==> src/rtl/alu_core.sv <==
// alu_core: 32-bit lab CPU ALU with one-hot op strobes and a registered 64-bit result (HI:LO).
// Define ALU_DIV_EN to build the signed divider; otherwise DIV loads zero but keeps its priority slot.
module alu_core (
  input  logic        clk,
  input  logic        reset,
  input  logic        AND,
  input  logic        OR,
  input  logic        ADD,
  input  logic        SUB,
  input  logic        MUL,
  input  logic        DIV,
  input  logic        SHR,
  input  logic        SHL,
  input  logic        ROR,
  input  logic        ROL,
  input  logic        NEG,
  input  logic        NOT,
  input  logic        IncPC,
  input  logic [31:0] A,
  input  logic [31:0] B,
  output logic [63:0] C
);

  logic [4:0]  shiftAmount;
  logic [63:0] product;
  logic [63:0] divResult;
  logic [63:0] rorWide;
  logic [63:0] rolWide;
  logic [63:0] nextC;

  assign shiftAmount = B[4:0];

  // Operands are sign-extended to 64 bits so the low 64 bits of the product are the exact signed result.
  assign product = $signed({{32{A[31]}}, A}) * $signed({{32{B[31]}}, B});

  // Rotates shift a doubled copy of A so the bits falling off one end reappear at the other.
  assign rorWide = {A, A} >> shiftAmount;
  assign rolWide = {A, A} << shiftAmount;

`ifdef ALU_DIV_EN
  logic [31:0] quotient;
  logic [31:0] remainder;

  // Divide-by-zero and the single overflowing case are resolved explicitly rather than left to the operator.
  always_comb begin
    quotient  = 32'h0;
    remainder = 32'h0;
    if (B == 32'h0) begin
      quotient  = 32'hFFFF_FFFF;
      remainder = A;
    end else if (A == 32'h8000_0000 && B == 32'hFFFF_FFFF) begin
      quotient  = 32'h8000_0000;
      remainder = 32'h0;
    end else begin
      quotient  = $signed(A) / $signed(B);
      remainder = $signed(A) % $signed(B);
    end
  end

  assign divResult = {remainder, quotient};
`else
  assign divResult = 64'h0;
`endif

  always_comb begin
    nextC = C;
    if (AND)        nextC = {32'h0, A & B};
    else if (OR)    nextC = {32'h0, A | B};
    else if (ADD)   nextC = {32'h0, A + B};
    else if (SUB)   nextC = {32'h0, A - B};
    else if (MUL)   nextC = product;
    else if (DIV)   nextC = divResult;
    else if (SHR)   nextC = {32'h0, A >> shiftAmount};
    else if (SHL)   nextC = {32'h0, A << shiftAmount};
    else if (ROR)   nextC = {32'h0, rorWide[31:0]};
    else if (ROL)   nextC = {32'h0, rolWide[63:32]};
    else if (NEG)   nextC = {32'h0, 32'h0 - B};
    else if (NOT)   nextC = {32'h0, ~B};
    else if (IncPC) nextC = {32'h0, B + 32'd1};
  end

  always_ff @(posedge clk or posedge reset) begin
    if (reset) C <= 64'h0;
    else       C <= nextC;
  end

endmodule

==> config.mk <==
export PLATFORM = sky130hd
export DESIGN_NAME = alu_core
export DESIGN_NICKNAME = d
export VERILOG_FILES = /design/src/rtl/alu_core.sv
export SDC_FILE = /design/constraint.sdc
export NUM_CORES = 2
export LEC_CHECK = 0
export CAP_MARGIN = 20
export CORE_ASPECT_RATIO = 1.1
export CORE_MARGIN = 2
export CORE_UTILIZATION = 55
export CTS_CLUSTER_DIAMETER = 50
export CTS_CLUSTER_SIZE = 8
export DETAILED_ROUTE_END_ITERATION = 16
export PLACE_DENSITY = 0.68
export SKIP_LAST_GASP = 1
export SLEW_MARGIN = 5
export SYNTH_ARGS = -nofsm -noshare
export SYNTH_HDL_FRONTEND = slang
export SYNTH_SLANG_ARGS = --single-unit
==> constraint.sdc <==
create_clock -name clk -period 5.45 [get_ports clk]
set_input_delay 1.09 -clock clk [delete_from_list [all_inputs] [get_ports clk]]
set_output_delay 1.09 -clock clk [all_outputs]
set_load 0.02 [all_outputs]
# Word level (Yosys, flattened, before mapping)
# Index checks and enable logic that the tools add are counted.
# classes
addsub	4
n_mul	1
shift	4
n_mux	13
bitwise_logic	3
n_reduce_logical	1
# ops
op	n
$mux 64	13
$mul 32x32->64	1
$shl 64x5->64	1
$shr 64x5->32	1
$add 32x1->32 const B	1
$add 32x32->32	1
$and 32x32->32	1
$not 32->32	1
$or 32x32->32	1
$shl 32x5->32	1
$shr 32x5->32	1
$sub 1x32->32 const A	1
$sub 32x32->32	1
$reduce_bool 13->1	1
# word_totals
ff_bits	64
output_inout_bits	64

# Depth between registers and ports, before layout
# depth
depth_word	14
mapped_depth	34

# Worst setup path after synthesis
# OpenSTA, ideal clock, no wires.
# synth_timing
path_type	input -> register
startpoint	in B[2]
endpoint	reg C[59]
arrival_ps	9782
required_time_ps	5329
slack_ps	-4453
path_stages	30
path_buffers	7
cell_sequence	buf_4 buf_2 buf_2 buf_2 buf_1 clkbuf_1 clkbuf_1 nand2_1 inv_1 fa_1 fa_1 fa_1 fa_1 inv_1 fa_1 inv_1 fa_1 inv_1 fa_1 inv_1 fa_1 ha_1 nand2_1 o21a_1 a32o_1 a21oi_1 a21oi_1 o311ai_1 xnor2_1 a22o_1
# synth_between
elab_chain_len	6
# synth_lines
element	line	rtl
from (decl)	20	input logic [31:0] B,
$mul 32x32->64	34	assign product = $signed({{32{A[31]}}, A}) * $signed({{32{B[31]}}, B});
$mux 64	71	else if (MUL) nextC = product;
$mux 64	70	else if (SUB) nextC = {32'h0, A - B};
$mux 64	69	else if (ADD) nextC = {32'h0, A + B};
$mux 64	68	else if (OR) nextC = {32'h0, A | B};
$mux 64	67	if (AND) nextC = {32'h0, A & B};
to (signal assigned)	84	else C <= nextC;
to (decl)	21	output logic [63:0] C
# Every way passes these cells.
# A chain may end at the register's enable or synchronous reset.

# Worst setup path in the final report
# layout_timing
startpoint	in B[5]
endpoint	reg C[59]
# Same word-level chain as after synthesis.

==> summary.md <==
| Metric | Value |
|---|---|
| Syn Inst Count | 5726 |
| GPL Wtd Cong | 1.119 |
| Clock buffer depth | 2 |
| Violated checks | negative setup slack |
| DRT iter0 DRCs | 7759 |
| Register bit total from synthesis | 64 |
| Post-synthesis mux area share | 5.144% |
| TritonCTS Buffers | 9 |
| Max reg flops | 64 |
| H-Tree Depth | 3 |
| Drt first pass iters | 12 |
| Adder-cell share of the synthesized area | 51.87% |
| Gr ovfl total | 0 |
| Max-slew headroom | 35.15% |
| Root Buffer | clkbuf_16 |
| Largest net degree at the start of global routing | 97 |
| Worst Path Required | 5.76 ns |
| First-pass GRT wire length | 361300 um |
| Biggest register | C |
| Detailed placement HPWL | 188900 um |
| Fin util | 74.31% |
| Synth cell types | 85 |
| Die area | 0.09088 mm2 |
| CTS tree | built |
| Synth Area in XOR/XNOR | 1.926% |
| Compound-cell area share of the yosys netlist | 12.35% |
| Kind of critical path | primary input to flip-flop |
| Delay-heaviest family, CP | adder cells |
| Status | finished, violations left |
| Via count | 52840 |
| Initial antenna violation count | 25 |
| Area growth syn-to-layout | 33.94% |
| Fmax | 113.3 MHz |
| Setup Skew | 0 ns |
| CP arrival | 9.14 ns |
| Post-synthesis simple-gate area fraction | 14.16% |
| Hold-fix buffers, CTS | 0 |
| Final worst path period need | 8.826 ns |
| CP endpoint kind | flip-flop |
| Ys async rst share | 100.0% |
| Min-Delay Path Class | flip-flop to flip-flop |
| Number of flops mapped to enable cells by yosys | 0 |
| Die X | 287.6 um |
| Number of buffers inserted by port buffering | 142 |
| Post-route ant nets | 0 |
| Share of layout cells above drive strength 1 | 29.51% |
| Core box area | 0.08772 mm2 |
| Initial Util | 55.48% |
| Synth Net Count | 7172 |
| Critical Path Slowest Stage Cell | fa_1 |
| Maxcap violations | 0 |
| Routed len/inst | 33.75 um |
| Actual slew at the worst max-slew pin | 0.9692 ns |
| Gr usage total | 56.12% |
| Largest regs | C x64 |
| Sequential fraction of the synthesis area | 3.291% |
| Main flop type after synthesis | dfrtp_1 |
| Avg Cell Area, Syn | 8.499 um2 |
| Total Nets Final | 8157 |
| DRC | 0 |
| Vias in the first global route | 54030 |
| Final Hold Viols | 0 |
| Commonest non-fill, non-tap cell in the layout | fa_1 |
| RSZ-0062 raised after global routing | yes |
| Final slew viol count | 0 |
| Startpoint Class | primary input |
| Crit-path most repeated cell | fa_1 |
| Combinational family with the most area after synthesis | adder cells |
| Yosys warning count | 0 |
| Final worst-path setup slack | -3.376 ns |
| DRT Wirelength | 266700 um |
| Crit path buf inv count | 8 |
| Row count | 114 |
| Final setup fails | 59 |
| Die span in y | 316.0 um |
| Syn Std Cell Area | 0.04867 mm2 |
| Worst skew pair latency | 0.41 ns |
| Vias/cell | 6.687 |
| Clock-pin slew on the worst setup and hold paths | 0.09 ns |
| Final Cycle Share | 161.9% |
| Most frequent cells in the layout | fa_1 (987), inv_1 (940), buf_4 (922), nor2_1 (651), nand2_1 (618) |
| CP Max Fanout | 4 |
| Fillcell total | 5973 |
| Clk sink count | 64 |
| Slowest stage delay, CP | 1.00 ns |
| Num ports | 143 |
kinds of logic (layout without fill, tap and decap cells):
family          after synthesis  count (layout)
xor+xnor                    107             107
other cells                   0              26
compound gates              914             914
mux                         161             161
fa+ha+maj                  1367            1367
flops                        64              64
simple gates               1676            1676
buf+inv                    1437            2427
path summary, 6_finish.rpt:
| check | startpoint | end | slack (ns) | depth (start not counted) |
|---|---|---|---|---|
| setup / recovery | B[5] | C[59] | -3.38 | 28 |
| hold / removal | C[6] | C[6] | 0.49 | 1 |
| setup reg to reg | C[31] | C[31] | 4.27 | 5 |
| hold reg to reg | C[6] | C[6] | 0.49 | 1 |
| max in group asynchronous | reset | C[3] | 3.21 | 3 |
| min in group asynchronous | reset | C[61] | 1.16 | 2 |
metal layers:
layer | share of wire, % | global-route usage, % | up-vias
li1 | - | - | 20020
met3 | 16 | 23.12 | 2117
met1 | 30 | 60.94 | 25680
met2 | 41 | 82.08 | 5007
met4 | 14 | 54.94 | 20
met5 | 0.18 | 0.1563 | -
cell type report:
cell class | instances | area [um2] | share of cell area (%)
sequential | 64 | 1602 | 2.457
tap | 1160 | 1451 | 2.227
inverter | 1063 | 4208 | 6.455
clock inverter | 6 | 43.79 | 0.06718
timing repair buffer | 1348 | 12960 | 19.89
multi-input combinational | 4225 | 44610 | 68.44
clock buffer | 10 | 239.0 | 0.3666
antenna | 26 | 65.06 | 0.09982
metrics by stage:
step                hold slack, ns  cells  setup TNS, ns  area, um2  worst slack, ns
floorplan                   0.5900   5726        -150.46      49110           -3.324
finish                      0.4900   7902        -167.22      65180           -3.376
global route                0.5082   7882        -160.63      65130           -3.317
global placement            0.4643   7616        -191.89      58480           -3.937
CTS                         0.4895   7815        -119.24      63370           -2.723
detailed placement          0.4744   7616        -197.07      58480           -4.076
what timing repair did:
action                                  4_1_cts  5_1_grt
endpoints found under the setup margin       59       59
gates resized for setup                    1046      297
cloned                                        9        4
setup buffers                               195       75
pin swaps                                   373      235
Yosys cell counts (all sizes together), types with 9 or more instances:
library cell / number / area, um2
nor2: 753 / 2826
nor4: 12 / 90.09
o21a: 27 / 202.7
mux2i: 69 / 690.7
dfrtp: 64 / 1602
a211o: 11 / 96.34
buf: 136 / 595.6
o21ai: 203 / 1016
nand4: 21 / 131.4
o21bai: 28 / 210.2
a31oi: 24 / 150.1
and2: 18 / 112.6
xnor2: 79 / 691.9
nand2b: 22 / 137.6
a21oi: 243 / 1220
ha: 283 / 3541
nand2: 658 / 2470
a211oi: 32 / 240.2
nand3: 50 / 250.2
and3: 20 / 125.1
a22o: 32 / 280.3
or3: 10 / 62.56
a2111oi: 9 / 85.08
a21o: 70 / 525.5
a22oi: 11 / 82.58
or2: 13 / 81.33
clkbuf: 238 / 893.4
nor3: 61 / 305.3
o31ai: 21 / 157.7
mux2: 25 / 281.5
o22ai: 20 / 125.1
mux4: 67 / 1531
a221oi: 36 / 315.3
fa: 1084 / 21700
inv: 1031 / 3870
clkinv: 32 / 120.1
o311ai: 9 / 78.83
o221ai: 15 / 131.4
nor2b: 13 / 81.33
o211ai: 32 / 240.2
xor2: 28 / 245.2
worst register-to-register path: cells and delay by family (launching register included):
| family | cells | cell delay (ns) |
|---|---|---|
| and+or+nand+nor | 5 | 0.71 |
| DFF | 1 | 0.42 |
Power is not shown: default switching activity piles up to over one toggle a cycle in this logic, so the estimate is an artifact.
